==> config.mk <==
export PLATFORM = sky130hd
export DESIGN_NAME = itch_msg_parser
export DESIGN_NICKNAME = d
export VERILOG_FILES = /design/src/rtl/itch_msg_parser.sv
export SDC_FILE = /design/constraint.sdc
export NUM_CORES = 1
export LEC_CHECK = 0
export CAP_MARGIN = 10
export CORE_MARGIN = 2
export CORE_UTILIZATION = 38
export CTS_CLUSTER_SIZE = 24
export DETAILED_ROUTE_END_ITERATION = 8
export DONT_BUFFER_PORTS = 1
export PLACE_DENSITY = 0.58
export REMOVE_ABC_BUFFERS = 1
export SETUP_SLACK_MARGIN = 0.4
export SLEW_MARGIN = 5
export SYNTH_ARGS = -nofsm -noshare
export SYNTH_HDL_FRONTEND = slang
export SYNTH_SLANG_ARGS = --single-unit
export TNS_END_PERCENT = 20
==> constraint.sdc <==
create_clock -name clk -period 13.2 [get_ports clk]
set_clock_uncertainty 0.05 [all_clocks]
set_input_delay 1.98 -clock clk [delete_from_list [all_inputs] [get_ports clk]]
set_output_delay 1.98 -clock clk [all_outputs]
set_load 0.005 [all_outputs]
==> src/rtl/itch_msg_parser.sv <==
// ITCH byte-stream parser: frames 18-byte big-endian messages, validates them and writes parsed_msg_t to the FIFO.
// Optional PARSER_CHECKSUM_EN adds a 19th XOR checksum byte covering bytes 0-17.
package parser_defs;
   typedef enum logic [1:0] {
      MSG_ADD    = 2'd0,
      MSG_UPDATE = 2'd1,
      MSG_DELETE = 2'd2
   } msg_type_t;

   typedef enum logic {
      ORDER_SIDE_BID = 1'b0,
      ORDER_SIDE_ASK = 1'b1
   } order_side_t;

   typedef struct packed {
      msg_type_t   msg_type;
      order_side_t side;
      logic [15:0] stock_id;
      logic [31:0] order_id;
      logic [31:0] price;
      logic [31:0] quantity;
   } parsed_msg_t;
endpackage

module itch_msg_parser
   import parser_defs::*;
#(
   parameter int CNT_W = 16
) (
   input  logic             clk,
   input  logic             reset,
   input  logic             s_valid,
   input  logic             s_sop,
   input  logic [7:0]       s_data,
   output logic             s_ready,
   input  logic             fifo_full,
   output logic             fifo_wr_en,
   output parsed_msg_t      fifo_wr_data,
   output logic [CNT_W-1:0] msg_count,
   output logic [CNT_W-1:0] err_count
);

`ifdef PARSER_CHECKSUM_EN
   localparam logic [4:0] LAST_IDX = 5'd18;
`else
   localparam logic [4:0] LAST_IDX = 5'd17;
`endif

   typedef enum logic [1:0] {
      IDLE,
      COLLECT,
      EMIT
   } state_t;

   state_t      state;
   logic [4:0]  idx;
   logic [127:0] body;
   logic        xfer;
   logic        type_ok;
   logic        side_ok;
   logic        msg_ok;
   msg_type_t   dec_type;
   order_side_t dec_side;
   parsed_msg_t next_msg;
`ifdef PARSER_CHECKSUM_EN
   logic [7:0]  xor_acc;
`endif

   assign s_ready    = (state != EMIT);
   assign fifo_wr_en = (state == EMIT) && !fifo_full;
   assign xfer       = s_valid && s_ready;

   function automatic logic [CNT_W-1:0] sat_inc(input logic [CNT_W-1:0] v);
      return (&v) ? v : v + CNT_W'(1);
   endfunction

   // Bytes 0-15 are shifted in MSB first, so by the last byte the fields sit at fixed offsets of body.
   always_comb begin
      type_ok  = 1'b1;
      side_ok  = 1'b1;
      dec_type = MSG_ADD;
      dec_side = ORDER_SIDE_BID;
      case (body[127:120])
         8'h41:   dec_type = MSG_ADD;
         8'h55:   dec_type = MSG_UPDATE;
         8'h44:   dec_type = MSG_DELETE;
         default: type_ok  = 1'b0;
      endcase
      case (body[119:112])
         8'h42:   dec_side = ORDER_SIDE_BID;
         8'h53:   dec_side = ORDER_SIDE_ASK;
         default: side_ok  = 1'b0;
      endcase
`ifdef PARSER_CHECKSUM_EN
      msg_ok = type_ok && side_ok && (s_data == xor_acc);
`else
      msg_ok = type_ok && side_ok;
`endif
      next_msg.msg_type = dec_type;
      next_msg.side     = dec_side;
      next_msg.stock_id = body[111:96];
      next_msg.order_id = body[95:64];
      next_msg.price    = body[63:32];
      next_msg.quantity = body[31:0];
   end

   // A start-of-message byte always restarts framing; the message is judged only on its final byte.
   always_ff @(posedge clk or posedge reset) begin
      if (reset) begin
         state        <= IDLE;
         idx          <= '0;
         body         <= '0;
         fifo_wr_data <= '0;
         msg_count    <= '0;
         err_count    <= '0;
`ifdef PARSER_CHECKSUM_EN
         xor_acc      <= '0;
`endif
      end else begin
         case (state)
            IDLE: begin
               if (xfer && s_sop) begin
                  body  <= {body[119:0], s_data};
                  idx   <= 5'd1;
                  state <= COLLECT;
`ifdef PARSER_CHECKSUM_EN
                  xor_acc <= s_data;
`endif
               end
            end
            COLLECT: begin
               if (xfer) begin
                  if (s_sop) begin
                     err_count <= sat_inc(err_count);
                     body      <= {body[119:0], s_data};
                     idx       <= 5'd1;
`ifdef PARSER_CHECKSUM_EN
                     xor_acc   <= s_data;
`endif
                  end else begin
                     if (idx < 5'd16) begin
                        body <= {body[119:0], s_data};
                     end
`ifdef PARSER_CHECKSUM_EN
                     xor_acc <= xor_acc ^ s_data;
`endif
                     if (idx == LAST_IDX) begin
                        idx <= '0;
                        if (msg_ok) begin
                           fifo_wr_data <= next_msg;
                           state        <= EMIT;
                        end else begin
                           err_count <= sat_inc(err_count);
                           state     <= IDLE;
                        end
                     end else begin
                        idx <= idx + 5'd1;
                     end
                  end
               end
            end
            EMIT: begin
               if (!fifo_full) begin
                  msg_count <= sat_inc(msg_count);
                  state     <= IDLE;
               end
            end
            default: state <= IDLE;
         endcase
      end
   end

endmodule

==> flow_metrics.py, run 1 <==
metrics = {
    "critical_path": {
        "arrival_ns": 2.50,
        "crit_path_end_kind": "output pin",
        "worstSetupPathType": "in2out",
        "path_buf_inv": 0,
        "crit_family": "simple AND/OR/NAND/NOR gates",
        "start_kind": "input port",
        "crit_slowest_cell": "nor3b_1",
        "crit_cells": 1,
        "crit_chain": "nor3b_1",
        "cp_max_fo": 5,
        "reg2reg_setup_slack_ns": 10.27,
        "r2r-end": "fifo_wr_data[83]",
        "required_ns": 11.17,
        "max_stage_delay_ns": 0.52,
        "worstReg2RegStart": "idx[0]",
        "r2r_cells": 6,
        "crit_start": "fifo_full",
    },
    "placed_design": {
        "gp_congestion": 0.813,
        "dp_slack_ns": 8.63,
        "io_buffers": 0,
        "dp_hpwl_um": 12600,
        "placed_cell_area_um2": 11800,
        "dp_cells": 1075,
    },
    "global_route": {
        "met1_usage_pct": 17.0,
        "grt_max_degree": 159,
        "grt.total_usage_pct": 13.0,
        "grt_pass1_vias": 6041,
        "antenna_found_initial": 0,
        "met2_usage_pct": 20.0,
        "grt_pass1_wl_um": 33800,
        "busiest_layer": "met2",
        "grt_overflow": 0,
        "met3_usage_pct": 5.80,
    },
    "sta": {
        "slew-limit-headroom_pct": 29.3,
        "tns_ns": 0,
        "fin_crit_sh_pct": 34.4,
        "post-route-min-period_ns": 4.53,
        "fin_ws_ns": 8.67,
        "clock.fmax_ghz": 0.221,
        "rsz0062_at_grt": "no",
        "hold_viol_final": 0,
        "tightest_slew_ns": 1.06,
        "setup_viol": 0,
        "report.final.slew_viol_count": 0,
    },
    "cells_and_area": {
        "fin_util_pct": 43.4,
        "layout-drive-gt1-share_pct": 42.0,
        "area_delta_synth_final_pct": 11.9,
        "design_area_um2": 12900,
        "final_common_cell": "dfrtp_1",
        "nets": 734,
        "n_antenna_cell": 0,
        "finalNonFillerCells": 1131,
        "final_cell_mix": "dfrtp_1, mux2_2, mux2_4, clkbuf_16, xor2_1",
    },
    "floorplan": {
        "io_pins": 162,
        "die_w_um": 178,
        "die_y_um": 178,
        "row_count": 63,
        "fp.dieArea_um2": 31700,
        "start_util_pct": 38.7,
        "core_um2": 29700,
    },
    "yosys": {
        "async_flop_share_pct": 100,
        "ys_warn_count": 0,
        "synth_area_um2": 11500,
        "synth_flop_cell": "dfrtp_1",
        "ys_seq_area_share_pct": 61.3,
        "yosysUniqueCellTypes": 43,
        "synth_edf_count": 0,
        "post_synth.cell_area_avg_um2": 16.3,
        "syn-instance-count": 708,
        "ys_ff_latch": 282,
    },
    "clock_network": {
        "clockBufferDepth": 3,
        "cts_setup_buffers": 0,
        "clk_latency_ns": 0.54,
        "clock-sinks": 282,
        "ctsHoldBuffers": 0,
        "numCtsBuffers": 30,
        "cts_tree": "yes",
        "cts-root-buf": "clkbuf_16",
        "clkTransAtPathRegs_ns": 0.06,
        "cts.htree.levels": 1,
        "cts_resized": 0,
    },
    "pwr": {
        "swShare_pct": 24.6,
        "ir_worst_vdd_v": 0.000131,
        "clkPwrFrac_pct": 39.0,
        "power_frac_seq_pct": 50.4,
        "leakagePower_uw": 0.00622,
        "share_comb_of_total_power_pct": 10.7,
        "p_int_uw": 1790,
        "p_sw_uw": 584,
        "pwr_density_cell_nw_per_um2": 184,
    },
    "routing": {
        "via_per_inst": 5.02,
        "dr.pass1.iters": 4,
        "vias": 5677,
        "routedWlPerCell_um": 18.0,
        "drt_iter0_drc": 312,
        "drc": 0,
        "finalWirelength_um": 20400,
        "ant_nets": 0,
    },
    "hold_path": {
        "hold_depth": 1,
        "hold_end": "body[127]",
        "hold_path_startpoint": "body[127]",
        "holdCritPathClass": "reg2reg",
    },
    "outcome": {
        "status": "finished clean",
    },
    "job": {
        "maxCapViolCount": 0,
    },
}
[synthesized netlist by cell type (2+ instances only)]
cell / number / share of area, %
a211oi_1: 2 / 0.13
a21oi_1: 3 / 0.13
a31oi_1: 2 / 0.11
and3_1: 4 / 0.22
buf_12: 11 / 1.9
buf_2: 2 / 0.087
buf_6: 2 / 0.20
clkbuf_1: 14 / 0.46
dfrtp_1: 282 / 61
ha_1: 4 / 0.43
inv_1: 6 / 0.20
mux2_2: 138 / 13
mux2_4: 103 / 13
nand2_1: 16 / 0.52
nand3_1: 14 / 0.61
nand4_1: 14 / 0.76
nor2_1: 14 / 0.46
nor2b_1: 3 / 0.16
nor3_1: 5 / 0.22
nor3b_1: 3 / 0.20
nor4_1: 7 / 0.38
nor4b_1: 2 / 0.15
o21a_1: 2 / 0.13
o21ai_0: 4 / 0.17
xnor2_1: 10 / 0.76
xor2_1: 24 / 1.8
[cell families after synthesis]
group                      share of synthesized area, %
and+or+nand+nor                                    4.70
adders and majority gates                         0.435
AOI/OAI and AO/OA                                  1.10
xor gates and xnor gates                           2.59
buffers and inverters                              2.85
DFF                                                61.3
muxes                                              27.0
[how the worst max path moves through the flow]
stage / to / slack [ns]
after floorplan: body[0] / 1.03
after global placement: fifo_wr_en / 8.69
after detailed placement: fifo_wr_en / 8.63
after CTS: fifo_wr_en / 8.64
after global routing: fifo_wr_en / 8.62
final: fifo_wr_en / 8.67
[routing by layer]
layer	part of all wire, %	up-vias
met3	12	28
met4	1.7	0
met5	0	-
met2	45	174
met1	42	2930
li1	-	2545
[power by group through the flow]
stage          Sequential [uW]  Clock, uW  Combinational (uW)
2_1_floorplan             1160          0                 243
3_3_place_gp              1200          0                 244
3_5_place_dp              1220          0                 258
4_1_cts                   1200        952                 259
5_1_grt                   1230        992                 283
6_report                  1190        924                 253
[area by class of cell]
| type | count | area (um2) |
|---|---|---|
| repair buffers | 6 | 57.6 |
| clock inverters | 18 | 253 |
| flip-flops and latches | 282 | 7060 |
| well taps | 390 | 488 |
| clock buffers | 38 | 862 |
| fillers | 2610 | 16800 |
| inverters | 6 | 30.0 |
| multi-input cells | 391 | 4140 |
[sequential cells by signal, summed over array words and instances (netlist names)]
signal        cells
msg_count        16
idx               5
err_count        16
body            128
state             2
fifo_wr_data    115
[per-stage QoR]
step	power, uW	hold WS, ns
after floorplan	1400	0.422
after global placement	1440	0.435
after detailed placement	1470	0.437
after CTS	2410	0.450
after global routing	2500	0.468
final	2370	0.444
No activity file was read; power rests on OpenSTA's default activity.
==> run 2, diff against run 1 <==
Clock period 13.2 ns to 4.72 ns, I/O delays scaled along.
==> run 2 against run 1 <==
  * Non-clock buffer count stayed put
  * Clock power up 140%
  * Via count fell by 0.18%
  * Sequential power increased to 2.8 times the previous value
  * Combinational power rose to 2.8 times the previous value
  * Register-to-register slack worse by 8.6 ns
  * Die area unchanged
  * Critical path type is now reg2reg
  * Critical endpoint is now fifo_wr_data[95]
==> flow_metrics.py, run 2 (synthesized netlist as in run 1, its figures left out) <==
metrics = {
    "routing": {
        "routed.top_layer": "met4",
        "via_per_inst": 5.02,
        "dr.pass1.iters": 5,
        "vias": 5667,
        "wl_met2_um": 9250,
        "drt_iter0_drc": 252,
        "finalWirelength_um": 20500,
        "drc": 0,
        "met1_length_um": 8620,
        "dr_wl_met3_um": 2310,
        "ant_nets": 0,
        "routedWlPerCell_um": 18.2,
    },
    "global_route": {
        "grt_pass1_vias": 6159,
        "antenna_found_initial": 0,
        "grt.total_usage_pct": 13.1,
        "grt_overflow": 0,
        "grt_pass1_wl_um": 33900,
        "grt_max_degree": 131,
    },
    "clock_network": {
        "clk_latency_ns": 0.54,
        "cts_resized": 0,
        "numCtsBuffers": 31,
        "cts-root-buf": "clkbuf_16",
        "ctsHoldBuffers": 0,
        "cts_tree": "yes",
        "clockBufferDepth": 3,
        "cts.htree.levels": 1,
        "cts_setup_buffers": 0,
        "clock-sinks": 282,
        "clkTransAtPathRegs_ns": 0.06,
    },
    "critical_path": {
        "r2r_cells": 7,
        "required_ns": 5.09,
        "crit_start": "idx[1]",
        "worstReg2RegStart": "idx[1]",
        "start_kind": "flop",
        "r2r-end": "fifo_wr_data[95]",
        "worstSetupEndpoint": "fifo_wr_data[95]",
        "reg2reg_setup_slack_ns": 1.72,
        "arrival_ns": 3.37,
        "crit_path_end_kind": "flop",
        "worstSetupPathType": "reg2reg",
        "cp_max_fo": 73,
    },
    "cells_and_area": {
        "final_common_cell": "dfrtp_1",
        "area_delta_synth_final_pct": 10.7,
        "design_area_um2": 12700,
        "nets": 735,
        "final_cell_mix": "dfrtp_1, mux2_2, mux2_4, clkbuf_16, xor2_1",
        "n_antenna_cell": 0,
        "top_regs": "body (128), fifo_wr_data (115)",
        "largest_register_ffs": 128,
        "top_register": "body",
        "layout-drive-gt1-share_pct": 40.5,
    },
    "sta": {
        "hold_viol_final": 0,
        "clock.fmax_ghz": 0.333,
        "setup_viol": 0,
        "post-route-min-period_ns": 3.00,
        "tightest_slew_ns": 0.922,
        "fin_crit_sh_pct": 63.6,
        "rsz0062_at_grt": "no",
        "tns_ns": 0,
        "report.final.slew_viol_count": 0,
        "slew-limit-headroom_pct": 38.5,
        "fin_ws_ns": 1.72,
    },
    "job": {
        "maxCapViolCount": 0,
    },
    "floorplan": {
        "row_count": 63,
        "fp.dieArea_um2": 31700,
        "start_util_pct": 38.7,
        "die_w_um": 178,
        "io_pins": 162,
        "die_y_um": 178,
        "core_um2": 29700,
    },
    "hold_path": {
        "holdCritPathClass": "in2async",
    },
    "pwr": {
        "pwr_density_cell_nw_per_um2": 494,
        "leakagePower_uw": 0.00615,
        "ir_worst_vdd_v": 0.000316,
    },
    "placed_design": {
        "dp_slack_ns": 1.82,
        "dp_hpwl_um": 12700,
        "placed_cell_area_um2": 11800,
        "gp_congestion": 0.815,
        "io_buffers": 0,
    },
    "outcome": {
        "status": "finished clean",
    },
}
-- run 2: changes by cell type in the layout (fill, tap and decap cells not counted) --
cell,before,now
inv_6,0,1
clkinv_2,7,4
clkbuf_1,1,10
bufinv_16,6,1
buf_4,5,3
buf_12,1,3
clkinvlp_4,5,1
clkbuf_8,6,5
-- run 2: how the worst min path moves through the flow --
| stage | slack (ns) | to | from |
|---|---|---|---|
| final | 0.15 | body[3] | reset |
| after global routing | 0.20 | fifo_wr_data[12] | reset |
| after CTS | 0.19 | fifo_wr_data[12] | reset |
| after detailed placement | 0.44 | body[126] | body[126] |
| after global placement | 0.43 | body[127] | body[127] |
| after floorplan | 0.42 | body[127] | body[127] |
-- run 2: power breakdown --
group	switching, uW	internal (uW)
registers	415	2930
clock network	908	1330
logic	258	458
-- run 2: worst max-delay path: stages (launching register included) --
cell and delay [ns]:
dfrtp_1 0.41, inv_1 0.07, ha_1 0.13, and4bb_1 0.26, nand4_1 0.12, or4_4 0.84
buf_12 0.40, mux2_4 0.39
-- run 2: per-layer routing --
metal  GRT usage (%)  up-vias
met4            2.90        0
met3            5.90       29
li1                -     2549
met1            16.9     2924
met5               0        -
met2            20.3      165
-- run 2: cell type report --
type | instances | area (um2)
Clock buffer | 46 | 882
Multi-Input combinational cell | 391 | 4140
Fill cell | 2633 | 17000
Inverter | 6 | 30.0
Clock inverter | 7 | 66.3
Timing Repair Buffer | 6 | 82.6
Tap cell | 390 | 488
Sequential cell | 282 | 7060
-- run 2: metrics by stage --
| stage | total power (uW) | util [%] | instances | hold slack [ns] |
|---|---|---|---|---|
| 2_1_floorplan | 3930 | - | 679 | 0.422 |
| 3_3_place_gp | 4040 | 39.7 | 1075 | 0.435 |
| 3_5_place_dp | 4130 | 39.7 | 1075 | 0.440 |
| 4_1_cts | 6420 | 42.9 | 1128 | 0.187 |
| 5_1_grt | 6680 | 42.9 | 1128 | 0.203 |
| 6_report | 6300 | 42.9 | 1128 | 0.152 |
==> run 3, diff against run 2 <==
Settings changed: PLACE_DENSITY 0.58 to 0.6.
Clock period 4.72 ns to 2.4 ns, I/O delays scaled along.
==> run 3 against run 2 <==
  * Critical path depth is 1 higher
  * Final cell count is 3.2% higher
  * Die area stayed put
  * First-iteration DRC count is 2.8% higher
  * Flip-flop and latch count stayed put
  * Routed wire length is 7.9% higher
  * Cell area is 4.5% higher
  * Hold slack worse by 0.028 ns
  * Fmax is 32% higher
  * Global-route usage is 0.60 points higher
  * Critical endpoint is now fifo_wr_data[46]
  * Via count is 1.8% higher
  * Non-clock buffer count is 35 higher
==> flow_metrics.py, run 3 (synthesized netlist as in run 1, its figures left out) <==
metrics = {
    "routing": {
        "finalWirelength_um": 22100,
        "dr.pass1.iters": 4,
        "routedWlPerCell_um": 19.0,
        "ant_nets": 0,
        "via_per_inst": 4.95,
        "vias": 5767,
        "drc": 0,
        "drt_iter0_drc": 259,
    },
    "global_route": {
        "grt_pass1_wl_um": 34900,
        "antenna_found_initial": 0,
        "grt_overflow": 0,
        "grt_pass1_vias": 5970,
        "grt_max_degree": 72,
        "grt.total_usage_pct": 13.7,
    },
    "placed_design": {
        "io_buffers": 0,
        "dp_hpwl_um": 12600,
        "gp_congestion": 0.786,
    },
    "critical_path": {
        "cp_max_fo": 8,
        "crit_path_end_kind": "flop",
        "r2r_cells": 8,
        "start_kind": "flop",
        "required_ns": 2.79,
        "arrival_ns": 2.66,
        "worstReg2RegStart": "idx[1]",
        "r2r-end": "fifo_wr_data[46]",
        "worstSetupPathType": "reg2reg",
        "reg2reg_setup_slack_ns": 0.13,
    },
    "cells_and_area": {
        "largest_register_ffs": 128,
        "top_regs": "body (128), fifo_wr_data (115)",
        "top_register": "body",
        "final_common_cell": "dfrtp_1",
        "multi_input_area_um2": 4160,
        "final_cell_mix": "dfrtp_1, mux2_2, mux2_4, clkbuf_16, xor2_1",
        "n_antenna_cell": 0,
        "num-fill-cells": 2591,
        "seq_area_um2": 7060,
        "nets": 770,
        "layout-drive-gt1-share_pct": 42.1,
        "area_delta_synth_final_pct": 15.7,
        "fin_util_pct": 44.8,
    },
    "floorplan": {
        "start_util_pct": 38.7,
        "die_w_um": 178,
        "die_y_um": 178,
        "core_um2": 29700,
        "io_pins": 162,
        "fp.dieArea_um2": 31700,
        "row_count": 63,
    },
    "clock_network": {
        "cts-root-buf": "clkbuf_16",
        "cts_tree": "yes",
        "numCtsBuffers": 31,
        "clk_latency_ns": 0.55,
        "cts.htree.levels": 1,
        "clkTransAtPathRegs_ns": 0.06,
        "clock-sinks": 282,
        "clockBufferDepth": 3,
    },
    "sta": {
        "post-route-min-period_ns": 2.27,
        "hold_viol_final": 0,
        "slew-limit-headroom_pct": 59.2,
        "fin_crit_sh_pct": 94.8,
        "report.final.slew_viol_count": 0,
        "clock.fmax_ghz": 0.440,
        "rsz0062_at_grt": "yes",
        "hold_slack_ns": 0.124,
        "tightest_slew_ns": 0.610,
        "setup_viol": 0,
    },
    "hold_path": {
        "hold_path_startpoint": "s_sop",
        "holdCritPathClass": "in2reg",
        "hold_depth": 3,
        "hold_end": "err_count[0]",
    },
    "pwr": {
        "leakagePower_uw": 0.00644,
        "finalPower_uw": 12400,
        "pwr_density_cell_nw_per_um2": 934,
        "ir_worst_vdd_v": 0.000546,
    },
    "outcome": {
        "status": "finished clean",
    },
    "job": {
        "maxCapViolCount": 0,
    },
}
-- run 3: changes by cell type in the layout (fill, tap and decap cells not counted), sizes merged --
cell / previous run / this run
dlygate4sd3: 0 / 12
clkinv: 4 / 3
buf: 6 / 25
bufinv: 1 / 0
bufbuf: 0 / 1
clkbuf: 46 / 52
-- run 3: worst max-delay path by stage --
stage / startpoint / endpoint / slack (ns) / depth (start not counted)
after floorplan: state[0] / body[0] / -8.32 / 3
after global placement: idx[1] / fifo_wr_data[4] / 0.13 / 7
after detailed placement: idx[1] / fifo_wr_data[12] / 0.1 / 7
after CTS: body[117] / fifo_wr_data[93] / 0.13 / 6
after global routing: idx[1] / fifo_wr_data[78] / 0.03 / 8
final: idx[1] / fifo_wr_data[46] / 0.13 / 8
-- run 3: routing by layer --
| metal | GRT usage, % | routed length, um | part of all wire [%] | vias up |
|---|---|---|---|---|
| met2 | 21.1 | 10100 | 46 | 152 |
| li1 | - | - | - | 2624 |
| met4 | 3.35 | 443 | 2.0 | 0 |
| met5 | 0 | 0 | 0 | - |
| met3 | 4.90 | 1860 | 8.4 | 35 |
| met1 | 18.5 | 9720 | 44 | 2956 |
-- run 3: layout make-up --
class                      count  area share [%]
tap                          390            3.66
clock inverter                 5           0.263
timing repair buffer          41            4.86
sequential                   282            53.0
clock buffer                  49            6.78
inverter                       6           0.225
multi-input combinational    391            31.2
-- run 3: report_power, final --
part	switching (uW)	internal, uW
clock	1840	2560
sequential	818	5760
combinational	511	965
-- run 3: critical path, stage by stage, from the launching register on --
cell	delay, ns
dfrtp_1	0.38
inv_1	0.06
ha_2	0.14
and4bb_1	0.20
nand4_1	0.08
or4_4	0.55
buf_12	0.19
clkbuf_16	0.19
mux2_4	0.29
-- run 3: timing repair --
item	CTS	global route
pin swaps	2	2
endpoints found under the hold margin	181	0
gates resized for setup	11	4
gates cloned	6	3
setup endpoints to repair	130	140
buffers inserted	5	0
hold buffers	12	0
-- run 3: metrics by stage --
| stage | setup TNS (ns) | setup slack (ns) | instance area (um2) | cells |
|---|---|---|---|---|
| after global placement | 0 | 0.131 | 11900 | 1084 |
| after global routing | 0 | 0.0326 | 13300 | 1164 |
| after detailed placement | 0 | 0.0994 | 11900 | 1084 |
| after CTS | 0 | 0.129 | 13200 | 1161 |
| final | 0 | 0.126 | 13300 | 1164 |
| after floorplan | -2731.50 | -8.32 | 11200 | 679 |
